$ cat src/rtl/indicador_pulso.sv
// Turns one-cycle event pulses into evenly spaced blinks on an active-low indicator pin.
// Optional macro INDICADOR_OVERFLOW_EN adds a sticky "overflow" output for dropped pulses.
//
// state | meaning
// IDLE  | dark, nothing in progress; starts a blink as soon as an event is pending
// ON    | indicator lit, timer counting the lit phase down
// OFF   | indicator dark, timer enforcing the minimum gap before the next blink

module indicador_pulso #(
    parameter int ON_CYCLES  = 25000000,
    parameter int OFF_CYCLES = 25000000,
    parameter int TIMER_W    = 25,
    parameter int PEND_W     = 4
) (
    input  logic              CLOCK,
    input  logic              RESET,
    input  logic              pulso,
    input  logic              limpar,
    output logic              saida,
    output logic              ocupado,
    output logic [PEND_W-1:0] pendentes
`ifdef INDICADOR_OVERFLOW_EN
    ,
    output logic              overflow
`endif
);

    typedef enum logic [1:0] {
        IDLE = 2'd0,
        ON   = 2'd1,
        OFF  = 2'd2
    } estado_t;

    localparam logic [TIMER_W-1:0] ON_CARGA  = TIMER_W'(ON_CYCLES - 1);
    localparam logic [TIMER_W-1:0] OFF_CARGA = TIMER_W'(OFF_CYCLES - 1);
    localparam logic [PEND_W-1:0]  MAX_PEND  = {PEND_W{1'b1}};

    estado_t            estado, estado_prox;
    logic [TIMER_W-1:0] timer, timer_prox;
    logic [PEND_W-1:0]  pend_prox;
    logic               inicia;
    logic               tem_pend;
    logic               timer_zero;

    assign tem_pend   = (pendentes != '0);
    assign timer_zero = (timer == '0);
    assign ocupado    = (estado != IDLE) || tem_pend;

    always_comb begin
        estado_prox = estado;
        timer_prox  = timer;
        inicia      = 1'b0;
        case (estado)
            IDLE: begin
                if (tem_pend) begin
                    estado_prox = ON;
                    timer_prox  = ON_CARGA;
                    inicia      = 1'b1;
                end
            end
            ON: begin
                if (timer_zero) begin
                    estado_prox = OFF;
                    timer_prox  = OFF_CARGA;
                end else begin
                    timer_prox = timer - 1'b1;
                end
            end
            OFF: begin
                if (timer_zero) begin
                    // back-to-back blinks skip IDLE so the gap stays exactly OFF_CYCLES
                    if (tem_pend) begin
                        estado_prox = ON;
                        timer_prox  = ON_CARGA;
                        inicia      = 1'b1;
                    end else begin
                        estado_prox = IDLE;
                        timer_prox  = '0;
                    end
                end else begin
                    timer_prox = timer - 1'b1;
                end
            end
            default: begin
                estado_prox = IDLE;
                timer_prox  = '0;
            end
        endcase
    end

    // a start and a new pulse in the same cycle cancel, even when full
    always_comb begin
        pend_prox = pendentes;
        if (pulso && !inicia) begin
            if (pendentes != MAX_PEND) begin
                pend_prox = pendentes + 1'b1;
            end
        end else if (!pulso && inicia) begin
            pend_prox = pendentes - 1'b1;
        end
    end

    always_ff @(posedge CLOCK) begin
        if (RESET || limpar) begin
            estado    <= IDLE;
            timer     <= '0;
            pendentes <= '0;
            saida     <= 1'b1;
        end else begin
            estado    <= estado_prox;
            timer     <= timer_prox;
            pendentes <= pend_prox;
            saida     <= (estado_prox != ON);
        end
    end

`ifdef INDICADOR_OVERFLOW_EN
    logic descarta;

    assign descarta = pulso && !inicia && (pendentes == MAX_PEND);

    always_ff @(posedge CLOCK) begin
        if (RESET || limpar) begin
            overflow <= 1'b0;
        end else if (descarta) begin
            overflow <= 1'b1;
        end
    end
`endif

endmodule

$ cat config.mk
export PLATFORM = sky130hd
export DESIGN_NAME = indicador_pulso
export DESIGN_NICKNAME = d
export VERILOG_FILES = /design/src/rtl/indicador_pulso.sv
export SDC_FILE = /design/constraint.sdc
export NUM_CORES = 1
export LEC_CHECK = 0
export ABC_AREA = 1
export ABC_CLOCK_PERIOD_IN_PS = 2100
export CAP_MARGIN = 30
export CORE_AREA = 10 10 116 97
export DETAILED_ROUTE_END_ITERATION = 10
export DIE_AREA = 0 0 126 107
export PLACE_DENSITY_LB_ADDON = 0.25
export SYNTH_ARGS = -nofsm -noshare
export SYNTH_HDL_FRONTEND = slang
export SYNTH_SLANG_ARGS = --single-unit
$ cat constraint.sdc
create_clock -name CLOCK -period 2.1 [get_ports CLOCK]
set_input_delay 0.525 -clock CLOCK [delete_from_list [all_inputs] [get_ports CLOCK]]
set_output_delay 0.525 -clock CLOCK [all_outputs]
set_load 0.01 [all_outputs]
---- After elaboration in Yosys (flattened, before gate mapping) ----
Cells that the tools add are included.
operators by class
  add/sub/neg operators ................... 3
  muxes and demuxes ....................... 16
  reductions and logical operators ........ 12
  equality and inequality tests ........... 6
operators by type and width
  cell                   number
  $mux 25                4
  $pmux 25 s3            1
  $logic_not 25->1       1
  $sub 25x1->25 const B  1
  $mux 4                 3
  $mux 2                 3
  $pmux 2 s3             1
  $add 4x1->4 const B    1
  $ne 2x1->1 const B     2
  $ne 4x4->1 const B     1
  $reduce_bool 2->1      2
  $reduce_bool 4->1      1
  $sub 4x1->4 const B    1
  $mux 1                 3
  $eq 2x1->1 const B     1
  $eq 2x2->1 const B     1
  $logic_and 1x1->1      2
  $logic_not 1->1        2
  $logic_not 2->1        1
  $logic_or 1x1->1       2
  $ne 2x2->1 const B     1
  $pmux 1 s2             1
  $reduce_and 2->1       1
word-level totals
  register bits ........................... 32
  input bits .............................. 4
  word-level logic and storage cells ...... 41

---- Longest topological paths before layout ----
Gate-level depths: netlist (run 1).
  depth after elaboration ................. 8
  depth in mapped cells ................... 20
  gate-level depth less buffers ........... 20

---- Worst setup path after synthesis (run 1) ----
OpenSTA, ideal clock, no wires.
  path type ............................... reg-to-reg
  start ................................... reg timer[0]
  end ..................................... reg pendentes[3]
  arrival time ............................ 2.062 ns
  slack ................................... -0.075 ns
  data required time ...................... 1.987 ns
  period minus slack after synthesis ...... 2.175 ns
  cell stages (with the launch flop) ...... 20
  setup time .............................. 0.113 ns
  cells stage by stage .................... dfxtp_1 > inv_1 > ha_1 > inv_1 > nor2_1 > nand2_1 > nor2_2 > nand3_4 > nand2_2 > nand2_1 > nand2_1 > ha_1 > nand2_1 > nand2_1 > a31oi_1 > nand3_1 > nand2_1 > nor2_1 > nor2_1 > nor2_1
on the way
  cells in the longest elaborated chain, start to end .. 7
RTL lines
  element                                                                  RTL line  RTL
  start, declared                                                          39        logic [TIMER_W-1:0] timer, timer_prox;
  start signal, assigned                                                   111       timer <= timer_prox;
  $logic_not 25->1 (*)                                                     46        assign timer_zero = (timer == '0);
  $mux 1 (*)                                                               70        if (timer_zero) begin
  $pmux 1 s2 (*)                                                           53        case (estado)
  $logic_not 1->1                                                          94        if (pulso && !inicia) begin
  $logic_and 1x1->1                                                        94
  $ne 2x1->1 (no source line) / $reduce_bool 2->1 (equally long branches)  -
  $reduce_and 2->1 (no source line)                                        -
  end signal, assigned                                                     112       pendentes <= pend_prox;
  end, declared                                                            21        output logic [PEND_W-1:0] pendentes
Mark *: on every way between the ends. The rest lies on a longest branch, timed or not.
A chain may end at the register's enable or synchronous reset.

---- Worst setup path in the final report (run 1) ----
  start ................................... reg timer[1]
  end ..................................... reg pendentes[3]
The elaborated chain is that of the path after synthesis.

==> results of run 1 <==
==> area by class of cell <==
type | count | share of cell area
Clock buffer | 6 | 0.0453
Clock inverter | 2 | 0.00326
Inverter | 46 | 0.0563
Multi-Input combinational cell | 273 | 0.491
Sequential cell | 32 | 0.210
Tap cell | 115 | 0.0469
Timing Repair Buffer | 56 | 0.148
==> stage by stage <==
step,instance area [µm²],worst slack (ns),std cells
6_report,3070,0.0204,530
3_5_place_dp,2700,-0.0932,514
5_1_grt,3070,-0.170,530
2_1_floorplan,2210,0.00410,359
3_3_place_gp,2700,-0.0112,514
4_1_cts,2940,-0.0117,528
==> synthesized netlist by cell type (2+ instances only) <==
master / instances
ha_1: 4
o21ai_0: 9
xnor2_1: 2
nand3_1: 27
a21oi_1: 24
buf_2: 4
nand3b_1: 2
nand4_1: 5
nor4_1: 2
nor2_1: 45
inv_2: 4
inv_1: 41
nor3_1: 3
dfxtp_1: 32
nor2_2: 10
nand2_2: 5
xor2_1: 5
buf_4: 2
nor2_4: 5
nand2_1: 117
==> per-layer routing <==
layer  vias up  wire length, µm  global-route usage
met5         -                0                   0
met4         0               44              0.0276
li1       1232                -                   -
met1      1050             3190               0.130
met2        28             2800               0.149
met3         4              189              0.0207
==> worst paths after layout <==
path | start | end | slack, ns | depth (start not counted)
min | timer[23] | timer[23] | 0.47 | 2
max reg2reg | timer[1] | pendentes[3] | 0.02 | 19
max | timer[1] | pendentes[3] | 0.02 | 19
min reg2reg | timer[23] | timer[23] | 0.47 | 2
==> power by group through the flow <==
| stage | combinational (W) | clock (W) | sequential (W) |
|---|---|---|---|
| after CTS | 0.00253 | 0.000756 | 0.000796 |
| after global placement | 0.00245 | 0 | 0.000803 |
| after detailed placement | 0.00245 | 0 | 0.000805 |
| final | 0.00278 | 0.000734 | 0.000797 |
| after global routing | 0.00315 | 0.000779 | 0.000809 |
| after floorplan | 0.00169 | 0 | 0.000834 |
==> state kept, by name (all words and copies together) (netlist names) <==
name / count
saida: 1
estado: 2
pendentes: 4
timer: 25
==> repair_timing <==
item                       CTS  global route
pin swaps                   11            16
setup buffers                6             3
setup endpoints to repair    2            13
gates resized for setup     13            31
==> logic make-up (layout without fill, tap and decap cells) <==
logic type | count (synthesis) | after routing | share of synthesized area
flops | 32 | 32 | 0.292
fa+ha+maj | 5 | 5 | 0.0319
buf+inv | 54 | 110 | 0.101
simple gates | 226 | 226 | 0.466
compound gates | 35 | 35 | 0.0814
xor+xnor | 7 | 7 | 0.0279
==> worst register-to-register path: stages (launching register included) <==
cell     delay [ns]
dfxtp_2        0.32
inv_2          0.07
ha_4           0.13
inv_2          0.03
nor2_1         0.08
nand2_1        0.06
nor2_2         0.14
nand3_4        0.09
nand2_4        0.07
nand2_4        0.05
nand2_4        0.10
ha_4           0.21
nand2_2        0.06
nand2_2        0.06
a31oi_4        0.17
nand3_2        0.10
nand2_1        0.08
nor2_1         0.04
nor2_1         0.07
nor2_1         0.04
==> results.md, run 1 <==
- Worst-path cell chain: inv_2 -> ha_4 -> inv_2 -> nor2_1 -> nand2_1 -> nor2_2 -> nand3_4 -> nand2_4 -> nand2_4 -> nand2_4 -> ha_4 -> nand2_2 -> nand2_2 -> a31oi_4 -> nand3_2 -> nand2_1 -> nor2_1 -> nor2_1 -> nor2_1
- Int Pwr: roughly 0.0023 W
- Hold crit path type: register to register
- Netlist cell types: 31
- Nets: around 420
- CTS Root Cell: clkbuf_16
- Drt drc: 0
- Clk pwr share: 0.170
- Sink Count: 32
- PD cells: between 1000 and 1500 nW/µm²
- Total power: approximately 0.0043 W
- Crit path time final: just over 2 ns
- Crit Path Category: register to register
- Max Slew Vio Count: 0
- Max Cap Viol: 0
- Outcome: finished, final reports clean
- Cts hold-fix bufs: 0
- Die Wd: approximately 130 µm
- Synth area leaders: dfxtp_1 (29%), nand2_1 (20%), nor2_1 (7.7%)
- GRT Overall Usage: 0.0957
- CP Max Fanout: 3
- H-tree depth: 2
- Max frequency: approximately 480 MHz
- CP startpoint kind: register
- Skew final: approximately 0.0022 ns
- Worst path buffer plus inverter count: 2
- EDFF count, synth: 0
- WHS: about 0.47 ns
- Ant diodes: 0
- Top cell type's share of synthesized area: 0.292
- Worst path max stage delay: between 0.3 and 0.4 ns
- Switching portion of total power: 0.465
- HPWL after detailed placement: roughly 4500 µm
- Drt pass-1 iters: 4
- Antenna violations before repair: 0
- Async SR Flop Fraction: 0
- Cells after synthesis: roughly 360
- Vias in the first global route: about 2,200
- Storage cell area: about 640 µm²
- Multi-input gate area: between 1500 and 2000 µm²
- Share of layout cells above drive strength 1: 0.280
- DR iter-0 viols: about 120
- Net Count, Synth: around 370
- Routed WL: between 6000 and 7000 µm
- Fin. Hold Viols: 0
- Cts bufs inserted: 5
- NetSw: 0.00201 W
- Worst VDD drop: between 0.3 and 0.4 mV
- Period utilization: 0.990
- Max transition margin: 0.744
- Post-synthesis sequential area ratio: 0.292
- Grt ovf: 0
- Sequential Power Share: 0.185
- Post-synthesis area per instance: just over 6 µm²
- Pleak: 1.39 nW
- Largest net degree at the start of global routing: 21
- Gp weighted congestion: around 0.80
- Most common cell after layout, fill and taps aside: nand2_1
- Synth Register Bits: 32
- Cell Rows: 31
- WP data required: 2.28 ns
- Die Area: 13,500 µm²
- Top Ports: 10
- RSZ-0062 raised after global routing: yes
- Initial core utilization: 0.246
- Most frequent cells in the layout: nand2_1 (108), buf_4 (46), nor2_1 (40)
- Family with the most delay on the worst path: simple AND/OR/NAND/NOR gates
- Drt wl/cell: 11.7 µm
- Final Setup Violations: 0
- Fillcell total: roughly 970
- CP endpoint kind: register
- Crit path max-delay cell type: dfxtp_2
- Setup TNS Final: 0 ns
- Dominant synthesized flop cell: dfxtp_1
- Via Count: approximately 2,300
- First-pass GRT wire length: approximately 11,000 µm
- Synthesis warning total: 0
- Worst-margin pin slew: a little under 0.4 ns
- Clk Latency, worst-skew pair: 0.28 ns
- Synth Cell Area: 2200 µm²
- Vias per inst: approximately 4.4
- CTS Buffer Depth: 2
- Comb power frac: 0.645
- Crit path top cell by count: nor2_1
- Core Region: 8920 µm²
- CTS tree: done
- Antenna-violating nets left: 0
- Die height: 107 µm
- Synth area leader: dfxtp_1
- P&R area growth vs syn: 39.7%
- Port buffer count: 9
- Util after Layout: 0.344
- Arrival @ worst endpoint: 2.25 ns
- Reg clk slew, reported paths: around 0.050 ns
(Power assumes the default switching activity.)
==> run 2, diff against run 1 <==
--- a/config.mk
+++ b/config.mk
@@ -9,6 +9,7 @@
 export ABC_CLOCK_PERIOD_IN_PS = 2100
 export CAP_MARGIN = 30
 export CORE_AREA = 10 10 116 97
+export CTS_CLUSTER_SIZE = 10
 export DETAILED_ROUTE_END_ITERATION = 10
 export DIE_AREA = 0 0 126 107
 export PLACE_DENSITY_LB_ADDON = 0.25
==> results of run 2 <==
No change in the layout: final DEF, timing and power equal those of run 1.
